File: config.mk
export PLATFORM = sky130hd
export DESIGN_NAME = rng_arbiter
export DESIGN_NICKNAME = d
export VERILOG_FILES = /design/src/rtl/rng_pkg.sv /design/src/rtl/rr_arbiter.sv /design/src/rtl/rng_arbiter.sv
export SDC_FILE = /design/constraint.sdc
export NUM_CORES = 1
export LEC_CHECK = 0
export ABC_CLOCK_PERIOD_IN_PS = 6800
export BUFFER_PORTS_ARGS = -buffer_cell sky130_fd_sc_hd__buf_4
export CORE_UTILIZATION = 53
export CTS_CLUSTER_DIAMETER = 150
export CTS_CLUSTER_SIZE = 20
export DETAILED_ROUTE_END_ITERATION = 6
export GPL_TIMING_DRIVEN = 0
export PLACE_DENSITY = 0.85
export SLEW_MARGIN = 20
export SYNTH_ARGS = -nofsm -noshare
export SYNTH_HDL_FRONTEND = slang
export SYNTH_HIERARCHICAL = 1
export SYNTH_SLANG_ARGS = --single-unit
export TNS_END_PERCENT = 10
File: constraint.sdc
create_clock -name clk -period 6.8 [get_ports clk]
set_input_delay 1.7 -clock clk [delete_from_list [all_inputs] [get_ports clk]]
set_output_delay 1.7 -clock clk [all_outputs]
set_load 0.01 [all_outputs]
File: src/rtl/rng_pkg.sv
// Shared types and constants for the RNG sequencing arbiter.
// Optional feature macro: RNG_ARB_ZERO_GUARD_EN (replace all-zero seeds, reseed a locked LFSR).
package rng_pkg;

  localparam int unsigned RNG_WIDTH = 24;
  localparam logic [RNG_WIDTH-1:0] RNG_SAFE_SEED = 24'hFFFFFF;

  typedef enum logic [1:0] {
    IDLE = 2'd0,
    LOAD = 2'd1,
    MIX  = 2'd2
  } state_e;

  // Seed actually captured for a requested seed value; zero would lock the LFSR.
  function automatic logic [RNG_WIDTH-1:0] seed_guard(input logic [RNG_WIDTH-1:0] s);
`ifdef RNG_ARB_ZERO_GUARD_EN
    return (s == '0) ? RNG_SAFE_SEED : s;
`else
    return s;
`endif
  endfunction

endpackage

File: src/rtl/rr_arbiter.sv
// Combinational round-robin pick: first set req bit above ptr, wrapping around.
module rr_arbiter #(
  parameter int unsigned NUM_REQ = 4,
  localparam int unsigned PTR_W = $clog2(NUM_REQ)
) (
  input  logic [NUM_REQ-1:0] req,
  input  logic [PTR_W-1:0]   ptr,
  output logic [NUM_REQ-1:0] win_oh,
  output logic [PTR_W-1:0]   win_idx,
  output logic               win_vld
);

  int unsigned cand;
  logic [PTR_W-1:0] cand_idx;

  // Scan ptr+1 .. ptr+NUM_REQ modulo NUM_REQ; first hit wins.
  always_comb begin
    win_oh   = '0;
    win_idx  = '0;
    win_vld  = 1'b0;
    cand     = 0;
    cand_idx = '0;
    for (int unsigned i = 0; i < NUM_REQ; i++) begin
      cand = 32'(ptr) + 32'd1 + i;
      if (cand >= NUM_REQ) cand = cand - NUM_REQ;
      cand_idx = PTR_W'(cand);
      if (!win_vld && req[cand_idx]) begin
        win_vld           = 1'b1;
        win_idx           = cand_idx;
        win_oh[cand_idx]  = 1'b1;
      end
    end
  end

endmodule

File: src/rtl/rng_arbiter.sv
// Shares one external 24-bit LFSR among NUM_REQ requesters: loads seeds, mixes
// MIX_SHIFTS steps between served words, and grants round-robin.
// Optional feature macro: RNG_ARB_ZERO_GUARD_EN.
module rng_arbiter
  import rng_pkg::*;
#(
  parameter int unsigned NUM_REQ    = 4,
  parameter int unsigned MIX_SHIFTS = 24
) (
  input  logic                 clk,
  input  logic                 rst,
  input  logic                 seed_load,
  input  logic [RNG_WIDTH-1:0] seed_in,
  input  logic [NUM_REQ-1:0]   req,
  output logic [NUM_REQ-1:0]   gnt,
  output logic [RNG_WIDTH-1:0] rnd_out,
  output logic                 rnd_valid,
  output logic                 busy,
  output logic                 lfsr_shift_en,
  output logic                 lfsr_load_en,
  output logic [RNG_WIDTH-1:0] lfsr_seed,
  input  logic [RNG_WIDTH-1:0] lfsr_value
);

  localparam int unsigned PTR_W = $clog2(NUM_REQ);
  localparam int unsigned CNT_W = $clog2(MIX_SHIFTS + 1);
  localparam logic [CNT_W-1:0] CNT_INIT = CNT_W'(MIX_SHIFTS);
  localparam logic [PTR_W-1:0] PTR_INIT = PTR_W'(NUM_REQ - 1);

  state_e               state_q, state_d;
  logic [CNT_W-1:0]     mix_cnt_q, mix_cnt_d;
  logic [PTR_W-1:0]     ptr_q, ptr_d;
  logic [RNG_WIDTH-1:0] seed_q, seed_d;
  logic [RNG_WIDTH-1:0] rnd_q, rnd_d;
  logic [NUM_REQ-1:0]   gnt_q, gnt_d;
  logic                 vld_q, vld_d;

  logic [NUM_REQ-1:0]   arb_oh;
  logic [PTR_W-1:0]     arb_idx;
  logic                 arb_vld;

  rr_arbiter #(.NUM_REQ(NUM_REQ)) u_rr (
    .req     (req),
    .ptr     (ptr_q),
    .win_oh  (arb_oh),
    .win_idx (arb_idx),
    .win_vld (arb_vld)
  );

  // Next-state and registered-output logic; seed_load preempts everything.
  always_comb begin
    state_d   = state_q;
    mix_cnt_d = mix_cnt_q;
    ptr_d     = ptr_q;
    seed_d    = seed_q;
    rnd_d     = rnd_q;
    gnt_d     = '0;
    vld_d     = 1'b0;
    unique case (state_q)
      IDLE: begin
        if (seed_load) begin
          seed_d  = seed_guard(seed_in);
          state_d = LOAD;
        end
`ifdef RNG_ARB_ZERO_GUARD_EN
        else if (lfsr_value == '0) begin
          seed_d  = RNG_SAFE_SEED;
          state_d = LOAD;
        end
`endif
        else if (arb_vld) begin
          gnt_d     = arb_oh;
          rnd_d     = lfsr_value;
          vld_d     = 1'b1;
          ptr_d     = arb_idx;
          mix_cnt_d = CNT_INIT;
          state_d   = MIX;
        end
      end
      LOAD: begin
        if (seed_load) begin
          seed_d = seed_guard(seed_in);
        end else begin
          mix_cnt_d = CNT_INIT;
          state_d   = MIX;
        end
      end
      MIX: begin
        if (seed_load) begin
          seed_d  = seed_guard(seed_in);
          state_d = LOAD;
        end else begin
          mix_cnt_d = mix_cnt_q - CNT_W'(1);
          if (mix_cnt_q == CNT_W'(1)) state_d = IDLE;
        end
      end
      default: state_d = IDLE;
    endcase
  end

  // State and output registers; reset starts by mixing the LFSR's reset value.
  always_ff @(posedge clk or posedge rst) begin
    if (rst) begin
      state_q   <= MIX;
      mix_cnt_q <= CNT_INIT;
      ptr_q     <= PTR_INIT;
      seed_q    <= '0;
      rnd_q     <= '0;
      gnt_q     <= '0;
      vld_q     <= 1'b0;
    end else begin
      state_q   <= state_d;
      mix_cnt_q <= mix_cnt_d;
      ptr_q     <= ptr_d;
      seed_q    <= seed_d;
      rnd_q     <= rnd_d;
      gnt_q     <= gnt_d;
      vld_q     <= vld_d;
    end
  end

  assign gnt           = gnt_q;
  assign rnd_out       = rnd_q;
  assign rnd_valid     = vld_q;
  assign lfsr_seed     = seed_q;
  assign busy          = (state_q != IDLE);
  assign lfsr_shift_en = (state_q == MIX);
  assign lfsr_load_en  = (state_q == LOAD);

endmodule

Word-level counts from Yosys, hierarchy flattened --
Cells that the tools add are included. W data, S select, Z words.
Storage, ports and cells: word-level logic and storage cells 108, input bits 55, output and inout bits 56, flip-flop bits (word level) 62
Cells by class: muxes and demuxes 49, $add $sub $neg 9, reductions and logical operators 18, order comparisons 12, bitwise gates (word level) 4, eq/ne operators 9
Operators by type and width (count):
- $ge A32 B3 Y1 const B | 3
- $mux W4 | 7
- $mux W2 | 13
- $mux W5 | 4
- $mux W1 | 15
- $pmux W5 S3 | 1
- $lt A2 B3 Y1 const B | 4
- $or A4 B4 Y4 | 3
- $add A3 B2 Y4 const B | 2
- $bmux W1 S2 | 4
- $demux W1 S2 | 4
- $ge A2 B1 Y1 const B | 4
- $ne A2 B2 Y1 const B | 4
- $sub A2 B1 Y2 const B | 4
- $logic_and A1 B1 Y1 | 7
- $pmux W2 S3 | 1
- $reduce_and A3 Y1 | 2
- $eq A5 B1 Y1 const B | 1
- $reduce_and A5 Y1 | 1
- $sub A5 B1 Y5 const B | 1
- $add A3 B1 Y4 const B | 1
- $add A2 B1 Y3 const B | 1
- $ge A3 B3 Y1 const B | 1
- $logic_not A1 Y1 | 3
- 10 further kinds | 10

Logic depth before layout (Yosys ltp) --
depth in word-level cells 18, depth in mapped cells 11, mapped depth without buffers 9

Hierarchy --
Netlist, hierarchy kept.
By module, submodules not included:
- rng_arbiter | cells an instance 164, area an instance 2492.4 um^2, sequential area each 1557.7 um^2, times used 1
- rr_arbiter | cells an instance 84, area an instance 578.1 um^2, sequential area each 0.0 um^2, times used 1

Least setup slack after synthesis --
No wires, ideal clock.
kind input -> register, start point input port req[3], end point register rnd_q[10] (netlist: rnd_out[10]), path buffers 2, library setup time 0.125 ns, stages on the path 8, data required time 6.675 ns, arrival 3.173 ns, path slack 3.502 ns, cell sequence clkbuf_1 mux2i_1 a21oi_1 o22ai_1 nand2_1 nor3b_4 buf_6 mux2_2
On the way: word-level cells in the longest chain between the ends 13, elaborated cells on any way between the ends 19, those cells by class 12 x mux; 7 x reduce/logical
RTL lines:
- start: declaration | line rng_arbiter.sv:14 | input logic [NUM_REQ-1:0] req,
- $bmux W1 S2 | line rr_arbiter.sv:27 | if (!win_vld && req[cand_idx]) begin
- $mux W1 (not written as such) | line rr_arbiter.sv:27
- $mux W1 | line rr_arbiter.sv:27
- $logic_not A1 Y1 | line rr_arbiter.sv:27
- $logic_and A1 B1 Y1 | line rr_arbiter.sv:27
- $mux W1 | line rr_arbiter.sv:27
- $logic_not A1 Y1 | line rr_arbiter.sv:27
- $logic_and A1 B1 Y1 | line rr_arbiter.sv:27
- $mux W1 | line rr_arbiter.sv:27
- $logic_not A1 Y1 | line rr_arbiter.sv:27
- $logic_and A1 B1 Y1 | line rr_arbiter.sv:27
- $mux W1 * | line rr_arbiter.sv:27
- named net arb_vld | line rng_arbiter.sv:40 | logic arb_vld;
- $reduce_and A3 Y1 (no source line) *
- end signal: assignment | line rng_arbiter.sv:116 | rnd_q <= rnd_d;
- end: declaration | line rng_arbiter.sv:34 | logic [RNG_WIDTH-1:0] rnd_q, rnd_d;
The timed path passes the listed nets; every way through them passes the cells marked *. The select of a mux whose other input is x is not followed. A chain may end at the register's enable or synchronous reset.

Worst setup path in the final report --
start point register state_q[1], end point output port lfsr_shift_en
On the way: word-level cells in the longest chain between the ends 1
RTL lines:
- start: declaration | line rng_arbiter.sv:30 | state_e state_q, state_d;
- start signal: assignment | line rng_arbiter.sv:112 | state_q <= state_d;
- $eq A2 B2 Y1 | line rng_arbiter.sv:127 | assign lfsr_shift_en = (state_q == MIX);
- end: declaration | line rng_arbiter.sv:19 | output logic lfsr_shift_en,
No other way between the ends.

==> results.toml <==
[outcome]
status = "completed"

[drt]
route.detailed.drc = 0
detail_route.vias_per_cell = 5.443
iter_0_drt_violations = 85
wl_mm = 7.080
via_count = 2422
drt-wirelength-per-cell_um = 15.91
detailedRoute.firstPassIterationCount = 4
antenna_violating_nets_post_route = 0

[die]
chipWidth_um = 78.12
core_area_um2 = 5540
io-pin-count = 111
die_area_um2 = 6102
core.rowCount = 27
initial_core_utilization = 0.5542
dieHeight_um = 78.12

[timing]
hold_violation_count_in_the_final_report = 0
grt_setup_unrepaired = "no"
worst_pin_slew_ns = 0.6829
maxSlewViolCount = 0
fmax_ghz = 0.2992
period_share = 0.4916
clock_tree_skew_after_final_layout_ns = 0.01215
final.min_clock_period_ns = 3.343
setup_viol_count_final = 0
timing.setup.tns_ns = 0
slew-limit-headroom = 0.5409

[cts]
postCtsResizedCells = 0
clock_tree_from_tritoncts = "done"
post_cts_buffers = 0
htree_num_levels = 3
clock_sink_count = 62
cts-root-buf = "sky130_fd_sc_hd__clkbuf_8"
clock_latency_ns = 0.34
clock_tree.buffer_depth = 2
hold_buffers = 0
path_clk_slew_ns = 0.06
cts_buf_count = 9

[setup_path]
cp-end-kind = "primary output"
max_stage_delay_ns = 0.60
worst_path_max_delay_cell = "sky130_fd_sc_hd__dfstp_2"
ordered_cell_list_for_the_critical_path = "clkbuf_1, nor2b_1, buf_4"
worst-setup-path-type = "reg2out"
critical_path.max_fanout = 10
timing.critical_path.arrival_ns = 1.64
worstPathRequired_ns = 5.10
startpoint = "state_q[1]"
reg2reg_from = "ptr_q[0]"
reg2regPathDepth = 11
cp-start-kind = "register"

[placement]
dp_hpwl_mm = 5.206
gp_routability_congestion = 0.9059
place.port_buffers = 108

[power]
internal_power_mw = 1.071
seq_power_share = 0.339
clockPowerShare = 0.225
power.static_leakage_nw = 1.956
power.share.switching = 0.3419
vdd_ir_drop_max_v = 0.0002353
power.combinational.fraction = 0.436
net-switching-power_uw = 556.4
powerDensity_nw_per_um2 = 385.1

[global_routing]
grt_util_met2 = 0.3921
grt_usage = 0.2395
met3_usage_grt = 0.04767
grt_busiest_layer = "met2"
largest_net_degree_at_the_start_of_global_routing = 42
grt_pass1_vias = 2198
grt_antenna_before_repair = 0
grt_overflow_total = 0
use_met1 = 0.3059
grt_first_pass_wirelength_mm = 10.99

[logic_synthesis]
synth_flop_cell = "sky130_fd_sc_hd__dfrtp_1"
ffs_w_async_s_r_synth = 1.000
avgSynthCellArea_um2 = 12.38
synth_fp_nets = 311
synthesis.yosys.warnings = 6
post_synth_instance_area_um2 = 3070
synth.distinct_cells = 49
synth_seq_area_share = 0.5073
netlist_instances = 248
synthesis_stage_register_bit_count = 62
synth_edf_count = 0

[layout]
final_net_count = 431
final_core_util = 0.7629
syn_to_final_growth_pct = 37.65
insertedDiodeCount = 0
layout-drive-gt1-share = 0.5362

[min_path]
min_delay_path_depth = 1
launch_instance_of_the_worst_min_delay_path = "rnd_out[3]"
min-delay-path-class = "reg2reg"

[job]
drv.max_cap_violation_count = 0
cell usage in the layout (no fill, tap or decap), types with 5 or more instances in the layout:
| cell type | synthesis | final |
|---|---|---|
| sky130_fd_sc_hd__clkbuf_1 | 5 | 5 |
| sky130_fd_sc_hd__dfrtp_1 | 57 | 57 |
| sky130_fd_sc_hd__nand3_1 | 7 | 7 |
| sky130_fd_sc_hd__ha_1 | 8 | 8 |
| sky130_fd_sc_hd__buf_4 | 2 | 110 |
| sky130_fd_sc_hd__nor2_1 | 7 | 7 |
| sky130_fd_sc_hd__inv_1 | 7 | 6 |
| sky130_fd_sc_hd__dfstp_2 | 5 | 5 |
| sky130_fd_sc_hd__nand2_1 | 16 | 16 |
| sky130_fd_sc_hd__a21oi_1 | 12 | 12 |
| sky130_fd_sc_hd__clkbuf_8 | 0 | 11 |
| sky130_fd_sc_hd__mux2_2 | 50 | 50 |
synthesized netlist by cell type (4+ instances only):
cell | instances | area (µm²)
sky130_fd_sc_hd__dfrtp_1 | 57 | 1426
sky130_fd_sc_hd__mux2_2 | 50 | 563.0
sky130_fd_sc_hd__nand2_1 | 16 | 60.06
sky130_fd_sc_hd__a21oi_1 | 12 | 60.06
sky130_fd_sc_hd__ha_1 | 8 | 100.1
sky130_fd_sc_hd__inv_1 | 7 | 26.28
sky130_fd_sc_hd__nand3_1 | 7 | 35.03
sky130_fd_sc_hd__nor2_1 | 7 | 26.28
sky130_fd_sc_hd__clkbuf_1 | 5 | 18.77
sky130_fd_sc_hd__dfstp_2 | 5 | 131.4
sky130_fd_sc_hd__a221o_1 | 4 | 40.04
sky130_fd_sc_hd__and2_1 | 4 | 25.02
sky130_fd_sc_hd__buf_6 | 4 | 45.04
sky130_fd_sc_hd__mux2i_1 | 4 | 40.04
sky130_fd_sc_hd__nor2b_1 | 4 | 25.02
sky130_fd_sc_hd__nor3_1 | 4 | 20.02
sky130_fd_sc_hd__nor3b_1 | 4 | 30.03
cell type report:
type / count / area (µm²)
Clock inverter: 5 / 81.33
Tap cell: 72 / 90.09
Timing Repair Buffer: 109 / 830.8
Clock buffer: 11 / 151.4
Multi-Input combinational cell: 165 / 1393
Sequential cell: 62 / 1558
Fill cell: 362 / 1314
Inverter: 7 / 28.78
Buffer: 14 / 93.84
routing by layer:
metal / up-vias / part of all wire
met1: 1166 / 0.43
met4: 0 / 0.018
met3: 9 / 0.061
li1: 1138 / -
met5: - / 0
met2: 109 / 0.49
worst paths after layout:
check / to / slack [ns]
min: rnd_out[3] / 0.49
min in group asynchronous: lfsr_seed[11] / 1.31
max reg2reg: rnd_out[23] / 3.78
max in group asynchronous: ptr_q[0] / 4.93
min reg2reg: rnd_out[3] / 0.49
max: lfsr_shift_en / 3.46
kinds of logic (layout without fill, tap and decap cells):
group           Yosys count  after routing  synth area share
buf+inv                  21            146           0.03912
mux                      57             57            0.2086
fa+ha+maj                 8              8           0.03260
simple gates             62             62            0.1174
compound gates           38             38           0.09495
flops                    62             62            0.5073
metrics by stage:
stage | instances | area (µm²) | hold slack, ns | power (mW) | setup slack (ns)
global placement | 428 | 3971 | 0.4794 | 1.238 | 2.899
detailed placement | 429 | 3994 | 0.4852 | 1.259 | 3.181
global route | 445 | 4227 | 0.5175 | 1.721 | 3.324
CTS | 445 | 4227 | 0.4993 | 1.631 | 3.437
floorplan | 248 | 3070 | 0.4897 | 0.9950 | 3.502
finish | 445 | 4227 | 0.4915 | 1.627 | 3.457
sequential cells by signal (all words and copies together) (netlist names):
register and cells:
state_q 2, rnd_valid 1, ptr_q 2, rnd_out 24, mix_cnt_q 5, gnt 4, lfsr_seed 24
critical path, delay by kind of cell, from the launching register on:
family | cells | cell delay, ns
AND/OR/NAND/NOR | 1 | 0.23
buffers and inverters | 2 | 0.48
flip-flops | 1 | 0.60
power by group through the flow:
stage | Sequential [mW] | Combinational [mW] | Clock, mW
final | 0.552 | 0.709 | 0.366
after global placement | 0.550 | 0.687 | 0
after detailed placement | 0.557 | 0.702 | 0
after CTS | 0.552 | 0.706 | 0.373
after global routing | 0.568 | 0.762 | 0.390
after floorplan | 0.590 | 0.405 | 0
No activity file was read; power rests on OpenSTA's default activity.
